`src/rtl/gate_tt_sequencer.sv`:
```
// Sweeps a combinational gate-under-test through every input vector and builds its truth table.
// Optional self-check (expected/pass ports) is enabled with `define GATE_TT_CHECK_EN.
module gate_tt_sequencer #(
    parameter int N_IN   = 2,
    parameter int SETTLE = 1
) (
    input  logic                 clk,
    input  logic                 rst_n,
    input  logic                 start,
    input  logic                 abort,
    input  logic                 gate_out,
`ifdef GATE_TT_CHECK_EN
    input  logic [2**N_IN-1:0]   expected,
    output logic                 pass,
`endif
    output logic [N_IN-1:0]      in_vec,
    output logic                 busy,
    output logic                 done,
    output logic [2**N_IN-1:0]   result
);

    localparam logic [3:0]      SETTLE_C = 4'(SETTLE);
    localparam logic [N_IN-1:0] LAST     = '1;
    localparam logic [N_IN-1:0] ONE      = N_IN'(1);

    typedef enum logic [1:0] {IDLE, HOLD, DONE} state_t;

    state_t              state, state_n;
    logic [3:0]          cnt, cnt_n;
    logic [N_IN-1:0]     in_vec_n;
    logic                busy_n, done_n;
    logic [2**N_IN-1:0]  result_n;
`ifdef GATE_TT_CHECK_EN
    logic [2**N_IN-1:0]  exp_q, exp_n;
    logic                pass_n;
`endif

    // State and every output live in this one register bank so nothing reaches a port combinationally.
    always_ff @(posedge clk or negedge rst_n) begin
        if (!rst_n) begin
            state  <= IDLE;
            cnt    <= '0;
            in_vec <= '0;
            busy   <= 1'b0;
            done   <= 1'b0;
            result <= '0;
`ifdef GATE_TT_CHECK_EN
            exp_q  <= '0;
            pass   <= 1'b0;
`endif
        end else begin
            state  <= state_n;
            cnt    <= cnt_n;
            in_vec <= in_vec_n;
            busy   <= busy_n;
            done   <= done_n;
            result <= result_n;
`ifdef GATE_TT_CHECK_EN
            exp_q  <= exp_n;
            pass   <= pass_n;
`endif
        end
    end

    // Next-state logic: each vector is held SETTLE+1 clocks, sampled on the last one, then advanced.
    always_comb begin
        state_n  = state;
        cnt_n    = cnt;
        in_vec_n = in_vec;
        busy_n   = busy;
        done_n   = done;
        result_n = result;
`ifdef GATE_TT_CHECK_EN
        exp_n    = exp_q;
        pass_n   = pass;
`endif
        unique case (state)
            IDLE: begin
                if (start) begin
                    in_vec_n = '0;
                    result_n = '0;
                    cnt_n    = '0;
                    busy_n   = 1'b1;
                    state_n  = HOLD;
`ifdef GATE_TT_CHECK_EN
                    exp_n    = expected;
                    pass_n   = 1'b0;
`endif
                end
            end
            HOLD: begin
                if (cnt == SETTLE_C) begin
                    result_n[in_vec] = gate_out;
                    cnt_n            = '0;
                    if (in_vec == LAST) begin
                        done_n   = 1'b1;
                        busy_n   = 1'b0;
                        in_vec_n = '0;
                        state_n  = DONE;
`ifdef GATE_TT_CHECK_EN
                        pass_n   = (result_n == exp_q);
`endif
                    end else begin
                        in_vec_n = in_vec + ONE;
                    end
                end else begin
                    cnt_n = cnt + 4'd1;
                end
            end
            DONE: begin
                done_n  = 1'b0;
                state_n = IDLE;
            end
            default: state_n = IDLE;
        endcase

        // Abort overrides sampling and the done pulse, and discards any partial table.
        if (abort && state != IDLE) begin
            state_n  = IDLE;
            cnt_n    = '0;
            in_vec_n = '0;
            busy_n   = 1'b0;
            done_n   = 1'b0;
            result_n = '0;
`ifdef GATE_TT_CHECK_EN
            pass_n   = 1'b0;
`endif
        end
    end

endmodule

```
`config.mk`:
```
export PLATFORM = sky130hd
export DESIGN_NAME = gate_tt_sequencer
export DESIGN_NICKNAME = d
export VERILOG_FILES = /design/src/rtl/gate_tt_sequencer.sv
export SDC_FILE = /design/constraint.sdc
export NUM_CORES = 1
export LEC_CHECK = 0
export ABC_AREA = 0
export BUFFER_PORTS_ARGS = -buffer_cell sky130_fd_sc_hd__buf_2
export CAP_MARGIN = 15
export CORE_UTILIZATION = 50
export CTS_BUF_LIST = sky130_fd_sc_hd__clkbuf_2 sky130_fd_sc_hd__clkbuf_4 sky130_fd_sc_hd__clkbuf_8
export DETAILED_ROUTE_END_ITERATION = 8
export GPL_TIMING_DRIVEN = 0
export PLACE_DENSITY = 0.77
export RECOVER_POWER = 100
export SETUP_SLACK_MARGIN = 0.3
export SYNTH_ARGS = -nofsm -noshare
export SYNTH_HDL_FRONTEND = slang
export SYNTH_SLANG_ARGS = --single-unit
export TNS_END_PERCENT = 5
```
`constraint.sdc`:
```
create_clock -name clk -period 1.61 [get_ports clk]
set_input_delay 0.0805 -clock clk [delete_from_list [all_inputs] [get_ports clk]]
set_output_delay 0.0805 -clock clk [all_outputs]
set_load 0.01 [all_outputs]
```
==> Word level (Yosys, flattened, before mapping) <==
Cells that the tools add are included.
{ "totals": {"reg_bits": 14, "latch_bits": 0, "mem_bits_rw": 0, "rom_bits": 0, "input_bits": 5, "mem_count": 0} }
{ "classes": {"n_addsub": 2, "n_mul": 0, "n_div": 0, "magnitude_cmp": 2, "eq_ne": 7, "n_shift": 0, "mux": 29, "n_bitwise": 0, "reduce_logical": 11} }
{ "op_table": {"columns": ["cell", "n"], "rows": [
  ["$mux 4", 5],
  ["$mux 2", 8],
  ["$pmux 4 s2", 2],
  ["$ne 3x3->1 const B", 3],
  ["$reduce_and 3->1", 3],
  ["$mux 1", 8],
  ["$pmux 2 s2", 2],
  ["$reduce_bool 3->1", 2],
  ["$add 4x1->4 const B", 1],
  ["$bwmux 4", 1],
  ["$eq 2x2->1 const B", 2],
  ["$eq 4x1->1 const B", 1],
  ["$pmux 1 s2", 2],
  ["$reduce_and 4->1", 1],
  ["$lt 2x3->1 const B", 1],
  ["$add 2x1->2 const B", 1],
  ["$demux 1 s2", 1],
  ["$eq 2x1->1 const B", 1],
  ["$ge 2x1->1 const B", 1],
  ["$logic_and 1x1->1", 2],
  ["$logic_not 2->1", 1],
  ["$reduce_and 2->1", 1],
  ["$reduce_bool 2->1", 1]
]} }

==> Logic depth before layout (Yosys ltp) <==
Gate-level depths: netlist of run 1.
{ "logic_depth": {"word_depth": 8, "mapped_depth": 5, "depth_no_buf": 5} }

==> Least setup slack after synthesis of run 1 <==
Ideal clock, no wire load.
{ "synth_path": {"path_kind": "reg-to-reg", "from": "register state[1]", "to": "register in_vec[0]", "setup_ns": 0.128, "arrival_ns": 1.440, "required_ns": 1.482, "path_slack_ns": 0.042, "path_stages_with_launch": 5, "period_less_slack_ns": 1.568, "path_cell_list": "dfrtp_1 > or3_2 > buf_4 > o211ai_2 > mux2_1"} }
{ "synth_via": {"elab_chain_len": 4, "elab_cells_between_ends": 10, "classes_between": "eq/ne (3); mux (2); reduce/logical (5)"} }
{ "synth_lines": {"columns": ["item", "line", "text"], "rows": [
  ["from (decl)", "28", "state_t state, state_n;"],
  ["from (signal assigned)", "52", "state <= state_n;"],
  ["$reduce_bool 2->1", "118", "if (abort && state != IDLE) begin"],
  ["$logic_and 1x1->1", "118", null],
  ["$ne 3x3->1 (no source line) / $reduce_bool 3->1 (equally long branches)", null, null],
  ["$reduce_and 3->1 (no source line)", null, null],
  ["to (signal assigned)", "54", "in_vec <= in_vec_n;"],
  ["to (decl)", "16", "output logic [N_IN-1:0] in_vec,"]
]} }
Several ways; a longest one is shown, not always the timed one.
A chain may end at the register's enable or synchronous reset.

==> Final worst setup path of run 1 <==
Same ends and word-level chain as after synthesis.

==> flow_summary.ini, run 1 <==
[run_status]
status = complete, no violations

[route]
vias = 661
top_layer = met4
wl_met3_um = 80
drc = 0
ant_nets = 0
wl_per_cell_um = 14.1
routed_wirelength_mm = 1.59
met2_length_um = 759
first_pass_iters = 2
drt_iter0_drc = 1
vias_per_cell = 5.85
wl_met1_um = 739

[power_and_ir_drop]
p_int_w = 0.000682
power_frac_seq_pct = 43.0
clkPwrFrac_pct = 25.3
sw_frac_of_total_pct = 30.8
powerDensity_nw_per_um2 = 953
cellLeakagePower_nw = 0.504
combPwrFrac_pct = 31.7
peakVddDrop_v = 0.000630
switchingPower_w = 0.000304

[global_routing]
grt_pass1_wl_mm = 2.75
grt_overflow = 0
grt_max_degree = 15
grt_pass1_vias = 631
antenna_found_initial = 0
grt_usage_pct = 19.9

[sta]
min_period_over_period_pct = 97.7
rsz0062_at_grt = true
finalSetupViolCount = 0
min_period_ns = 1.57
fin_skew_ns = 0.00977
final_max_slew_viol_count = 0
max_freq_ghz = 0.636
slew-limit-headroom_pct = 50.1
tightest_slew_ns = 0.748
hold_viol = 0

[critical_path]
critical_path.max_stage_delay_ns = 0.46
end_kind = register
r2r_start = state[1]
critical_path_class = reg2reg
arrival_ns = 1.75
start_kind = register
timing.rr.end = in_vec[0]
path_cells = or3b_1, buf_6, o211ai_4, mux2_4
required_ns = 1.78
path_max_fanout = 7
r2r_cells = 4
r2r_slack_ns = 0.04
critPathSlowestCell = dfrtp_2

[place]
place.gp.congestion = 0.789
io_buffers = 12
dpl_cell_area_um2 = 936
hpwl_mm = 1.12

[yosys]
synth_area_per_cell_um2 = 11.1
netlist.area_leader.share_pct = 41.6
async_reset_ff_share_pct = 100
synth_flop_cell = dfrtp_1
synth_edf_count = 0
synthTopCellsByCount = dfrtp_1 (14), ha_1 (6), inv_1 (6), nand3_1 (5)
synthesis.nets = 87
synth.most_common_cell = dfrtp_1
yosysWarnings = 0
synthDistinctLibCells = 30
syn_inst = 76
ys_seq_area_share_pct = 41.6
synthesis.area_um2 = 842
synthTopCellsByArea = dfrtp_1 (42%), ha_1 (8.9%), mux2i_1 (4.8%), a21o_1 (3.6%), o2111ai_1 (3.1%)
ys_ff_latch = 14
yosysTopAreaCell = dfrtp_1

[layout]
area_growth_pct = 22.7
diodes = 0
fin_util_pct = 67.0
fillers = 122
postLayoutCellArea_um2 = 1030
final_nets = 109
layout-drive-gt1-share_pct = 30.9

[floorplan]
rows = 14
start_util_pct = 54.6
die_w_um = 43.0
fp.coreArea_um2 = 1540
die_area_um2 = 1850
pin_count = 13
chipHeight_um = 43.0

[clock_network]
clockBufferDepth = 2
cts_tree = yes
clk_pin_slew_worst_paths_ns = 0.09
cts_made_buffers = 3
cts_sinks = 14
cts_root_buffer = clkbuf_4
insertion_delay_ns = 0.28
ctsHtreeMaxLevel = 1

[flow_run]
maxCapViolCount = 0

[hold_path]
whs_endpoint = result[3]
hp-start = gate_out
hold_class = in2reg
worstHoldPathCells = 3
-- what timing repair did --
| action | in CTS | in global routing |
|---|---|---|
| endpoints found under the setup margin | 14 | 14 |
| gates cloned | 0 | 0 |
| hold endpoints to repair | 14 | 0 |
| pin swaps | 0 | 6 |
| hold buffers | 1 | 0 |
| buffers inserted | 2 | 2 |
| resized for setup | 3 | 8 |
-- per-stage QoR --
step	total power [W]	TNS (ns)	hold slack, ns	std cells	setup WS [ns]
2_1_floorplan	0.000613	0	-0.215	76	0.0883
5_1_grt	0.00105	-0.00845	0.0808	113	-0.00845
6_report	0.000985	0	0.0720	113	0.0377
4_1_cts	0.000968	0	0.0628	111	0.0410
3_3_place_gp	0.000679	0	-0.0118	104	0.0103
3_5_place_dp	0.000686	-0.0338	-0.0110	104	-0.0338
-- cell type report --
type	count	area [um^2]	area share (%)
buffer	5	50.0	4.84
clock buffer	4	36.3	3.51
inverter	6	22.5	2.18
multi-input combinational	51	463	44.8
sequential	14	353	34.1
tap	16	20.0	1.94
timing repair buffer	17	88.8	8.60
-- routing by layer --
layer  track usage [%]  vias up
met4              4.24        0
li1                  -      320
met2              30.9       13
met5                 0        -
met1              26.6      326
met3              7.66        2
-- cells in the final DEF (no fill, tap or decap), drive strengths merged --
cell type,synthesis,final
and4bb,1,1
dfrtp,14,14
nor2,1,1
a21o,4,4
inv,6,6
o21ai,5,5
o311ai,1,1
o211ai,2,2
nand3,5,5
mux2,1,1
clkbuf,1,14
nor3,3,3
or3b,2,2
ha,6,6
o211a,1,1
o2111ai,3,3
mux2i,4,4
buf,4,11
or3,1,1
a31oi,1,1
dlygate4sd3,0,1
nand2,3,3
nor3b,4,4
and3,1,1
nor4b,1,1
nand2b,1,1
-- critical path, delay by kind of cell, from the launching register on --
| family | cells | cell delay, ns |
|---|---|---|
| AO/OA/AOI/OAI | 1 | 0.18 |
| buffers and inverters | 1 | 0.15 |
| flip-flops | 1 | 0.46 |
| multiplexers | 1 | 0.31 |
| AND/OR/NAND/NOR | 1 | 0.37 |
-- worst max path at each step --
stage / from / endpoint / cells after the start
after floorplan: state[1] / in_vec[0] / 4
after global placement: cnt[1] / in_vec[0] / 5
after detailed placement: cnt[1] / in_vec[0] / 5
after CTS: state[1] / in_vec[0] / 4
after global routing: cnt[0] / in_vec[0] / 5
final: state[1] / in_vec[0] / 4
-- flip-flops by register name, summed over array words and instances, names as in the netlist --
signal,cells
busy,1
in_vec,2
cnt,4
done,1
state,2
result,4
-- power by group through the flow --
stage / logic [W] / registers [W] / clock network [W]
final: 0.000312 / 0.000424 / 0.000249
after global routing: 0.000343 / 0.000431 / 0.000272
after CTS: 0.000287 / 0.000424 / 0.000258
after detailed placement: 0.000256 / 0.000430 / 0
after global placement: 0.000251 / 0.000427 / 0
after floorplan: 0.000176 / 0.000437 / 0
-- cell families (layout without fill, tap and decap cells) --
family                   count (synthesis)  after routing  synth area share (%)
AO/OA/AOI/OAI                           17             17                  16.8
multiplexers                             5              5                  6.09
flip-flops                              14             14                  41.6
adder cells (fa/ha/maj)                  6              6                  8.92
AND/OR/NAND/NOR                         23             23                  18.4
buffers and inverters                   11             32                  8.17
Note: power is estimated with default switching activity, not from simulation.
==> inputs of run 2 (changes only) <==
--- a/config.mk
+++ b/config.mk
@@ -8,11 +8,12 @@
 export ABC_AREA = 0
 export BUFFER_PORTS_ARGS = -buffer_cell sky130_fd_sc_hd__buf_2
 export CAP_MARGIN = 15
-export CORE_UTILIZATION = 50
+export CORE_MARGIN = 3
+export CORE_UTILIZATION = 35
 export CTS_BUF_LIST = sky130_fd_sc_hd__clkbuf_2 sky130_fd_sc_hd__clkbuf_4 sky130_fd_sc_hd__clkbuf_8
 export DETAILED_ROUTE_END_ITERATION = 8
 export GPL_TIMING_DRIVEN = 0
-export PLACE_DENSITY = 0.77
+export PLACE_DENSITY = 0.59
 export RECOVER_POWER = 100
 export SETUP_SLACK_MARGIN = 0.3
 export SYNTH_ARGS = -nofsm -noshare
==> constraint.sdc (replaced) <==
create_clock -name clk -period 1.3 [get_ports clk]
set_input_delay 0.065 -clock clk [delete_from_list [all_inputs] [get_ports clk]]
set_output_delay 0.065 -clock clk [all_outputs]
set_load 0.01 [all_outputs]
==> run 2 against run 1 <==
  * The flow now finishes with violations (negative setup slack)
  * Count of clock-buffer cells in the layout stayed put
  * Cell area is 2.5% higher
  * Maximum frequency is 0.77% higher
  * Die area is 64% higher
  * Critical path type unchanged
  * Largest cell class unchanged
  * Highest routed layer unchanged
==> flow_summary.ini, run 2 (synthesis results as in run 1) <==
[run_status]
status = finished, violations left
violations = negative setup slack

[route]
vias_per_cell = 5.20
drt_iter0_drc = 13
drc = 0
routed_wirelength_mm = 1.67
first_pass_iters = 3
vias = 660
ant_nets = 0
wl_per_cell_um = 13.2

[power_and_ir_drop]
peakVddDrop_v = 0.000543
cellLeakagePower_nw = 0.515
powerDensity_nw_per_um2 = 1160

[layout]
diodes = 0
layout-drive-gt1-share_pct = 30.3
final_nets = 111
top_regs = cnt: 4 flops, result: 4 flops
mostFrequentLayoutCells = dfrtp_1 (14), clkbuf_1 (9), inv_1 (6), buf_4 (6)
area_growth_pct = 25.9
layout_commonest_cell = dfrtp_1
fin_util_pct = 47.0
postLayoutCellArea_um2 = 1060

[clock_network]
cts_made_buffers = 3
cts_root_buffer = clkbuf_4
ctsHtreeMaxLevel = 1
insertion_delay_ns = 0.28
clk_pin_slew_worst_paths_ns = 0.09
clockBufferDepth = 2
cts_sinks = 14
cts_tree = yes

[critical_path]
critical_path_class = reg2reg
critical_path.max_stage_delay_ns = 0.42
r2r_cells = 4
r2r_start = state[1]
required_ns = 1.47
crit_family = flip-flops
arrival_ns = 1.73
critPathSlowestCell = dfrtp_1
critPathBufInv = 1
timing.rr.end = in_vec[0]
end_kind = register
path_max_fanout = 6
r2r_slack_ns = -0.26
path_cells = or3b_1, buf_6, o211ai_4, mux2_4
start_kind = register

[hold_path]
whs_endpoint = result[3]
hold_class = in2reg
worstHoldPathCells = 3
hp-start = gate_out

[global_routing]
grt_pass1_wl_mm = 3.08
grt_max_degree = 15
antenna_found_initial = 0
grt_usage_pct = 14.3
grt_overflow = 0
grt_pass1_vias = 699

[sta]
fin_skew_ns = 0.00200
min_period_ns = 1.56
finalWorstSetupSlack_ns = -0.260
min_period_over_period_pct = 120
finalSetupViolCount = 13
tightest_slew_ns = 0.769
rsz0062_at_grt = true
hold_viol = 0
final_max_slew_viol_count = 0
max_freq_ghz = 0.641
tns_ns = -2.03
slew-limit-headroom_pct = 48.7

[floorplan]
start_util_pct = 37.3
pin_count = 13
die_w_um = 55.1
chipHeight_um = 55.1
fp.coreArea_um2 = 2250
rows = 17
die_area_um2 = 3030

[flow_run]
maxCapViolCount = 0

[place]
hpwl_mm = 1.20
place.gp.congestion = 0.764
dpl_cell_area_um2 = 951
io_buffers = 12
pre_cts_slack_ns = -0.340
==> run 2: cell types whose count changed in the layout (fill, tap and decap cells not counted), sizes merged <==
cell,change
buf,+2
==> run 2: timing repair <==
action | 4_1_cts | 5_1_grt
setup buffers | 5 | 1
resized for setup | 5 | 3
setup endpoints to repair | 14 | 15
endpoints found under the hold margin | 14 | 0
pin swaps | 4 | 3
hold buffers | 1 | 0
==> run 2: metal layers <==
metal	wire, um	share of wire (%)	global-route usage, %
met1	843	50	18.4
met4	32	1.9	7.29
met5	0	0	0
met2	736	44	23.0
met3	61	3.6	2.41
==> run 2: how the worst max path moves through the flow <==
stage	cells past startpoint	slack, ns	to	start
2_1_floorplan	4	-0.22	in_vec[0]	state[1]
3_3_place_gp	5	-0.30	in_vec[0]	cnt[1]
3_5_place_dp	5	-0.34	in_vec[0]	cnt[1]
4_1_cts	4	-0.25	in_vec[0]	state[1]
5_1_grt	4	-0.32	in_vec[0]	state[1]
6_report	4	-0.26	in_vec[0]	state[1]
==> run 2: worst min-delay path: stages <==
cell and delay, ns:
buf_2 0.09, nand3_1 0.07, o21ai_2 0.06
==> run 2: metrics by stage <==
stage | hold WS (ns) | total power, W | instances
after floorplan | -0.231 | 0.000759 | 76
after global placement | -0.0155 | 0.000845 | 116
after detailed placement | -0.0136 | 0.000850 | 116
after CTS | 0.0260 | 0.00124 | 126
after global routing | 0.0579 | 0.00131 | 127
final | 0.0316 | 0.00123 | 127
==> run 2: cell type report <==
cell class | count | area (um^2)
plain buffers | 5 | 50.0
clock buffers | 4 | 36.3
fillers | 225 | 1190
inverters | 6 | 22.5
multi-input cells | 51 | 458
flip-flops and latches | 14 | 350
well taps | 28 | 35.0
repair buffers | 19 | 108
==> run 2: power breakdown <==
group / internal, W / total [W] / switching [W] / leakage, nW
Combinational: 0.000200 / 0.000391 / 0.000191 / 0.305
Sequential: 0.000480 / 0.000521 / 0.0000412 / 0.189
Clock: 0.000170 / 0.000316 / 0.000145 / 0.0210
Total: 0.000850 / 0.00123 / 0.000378 / 0.515
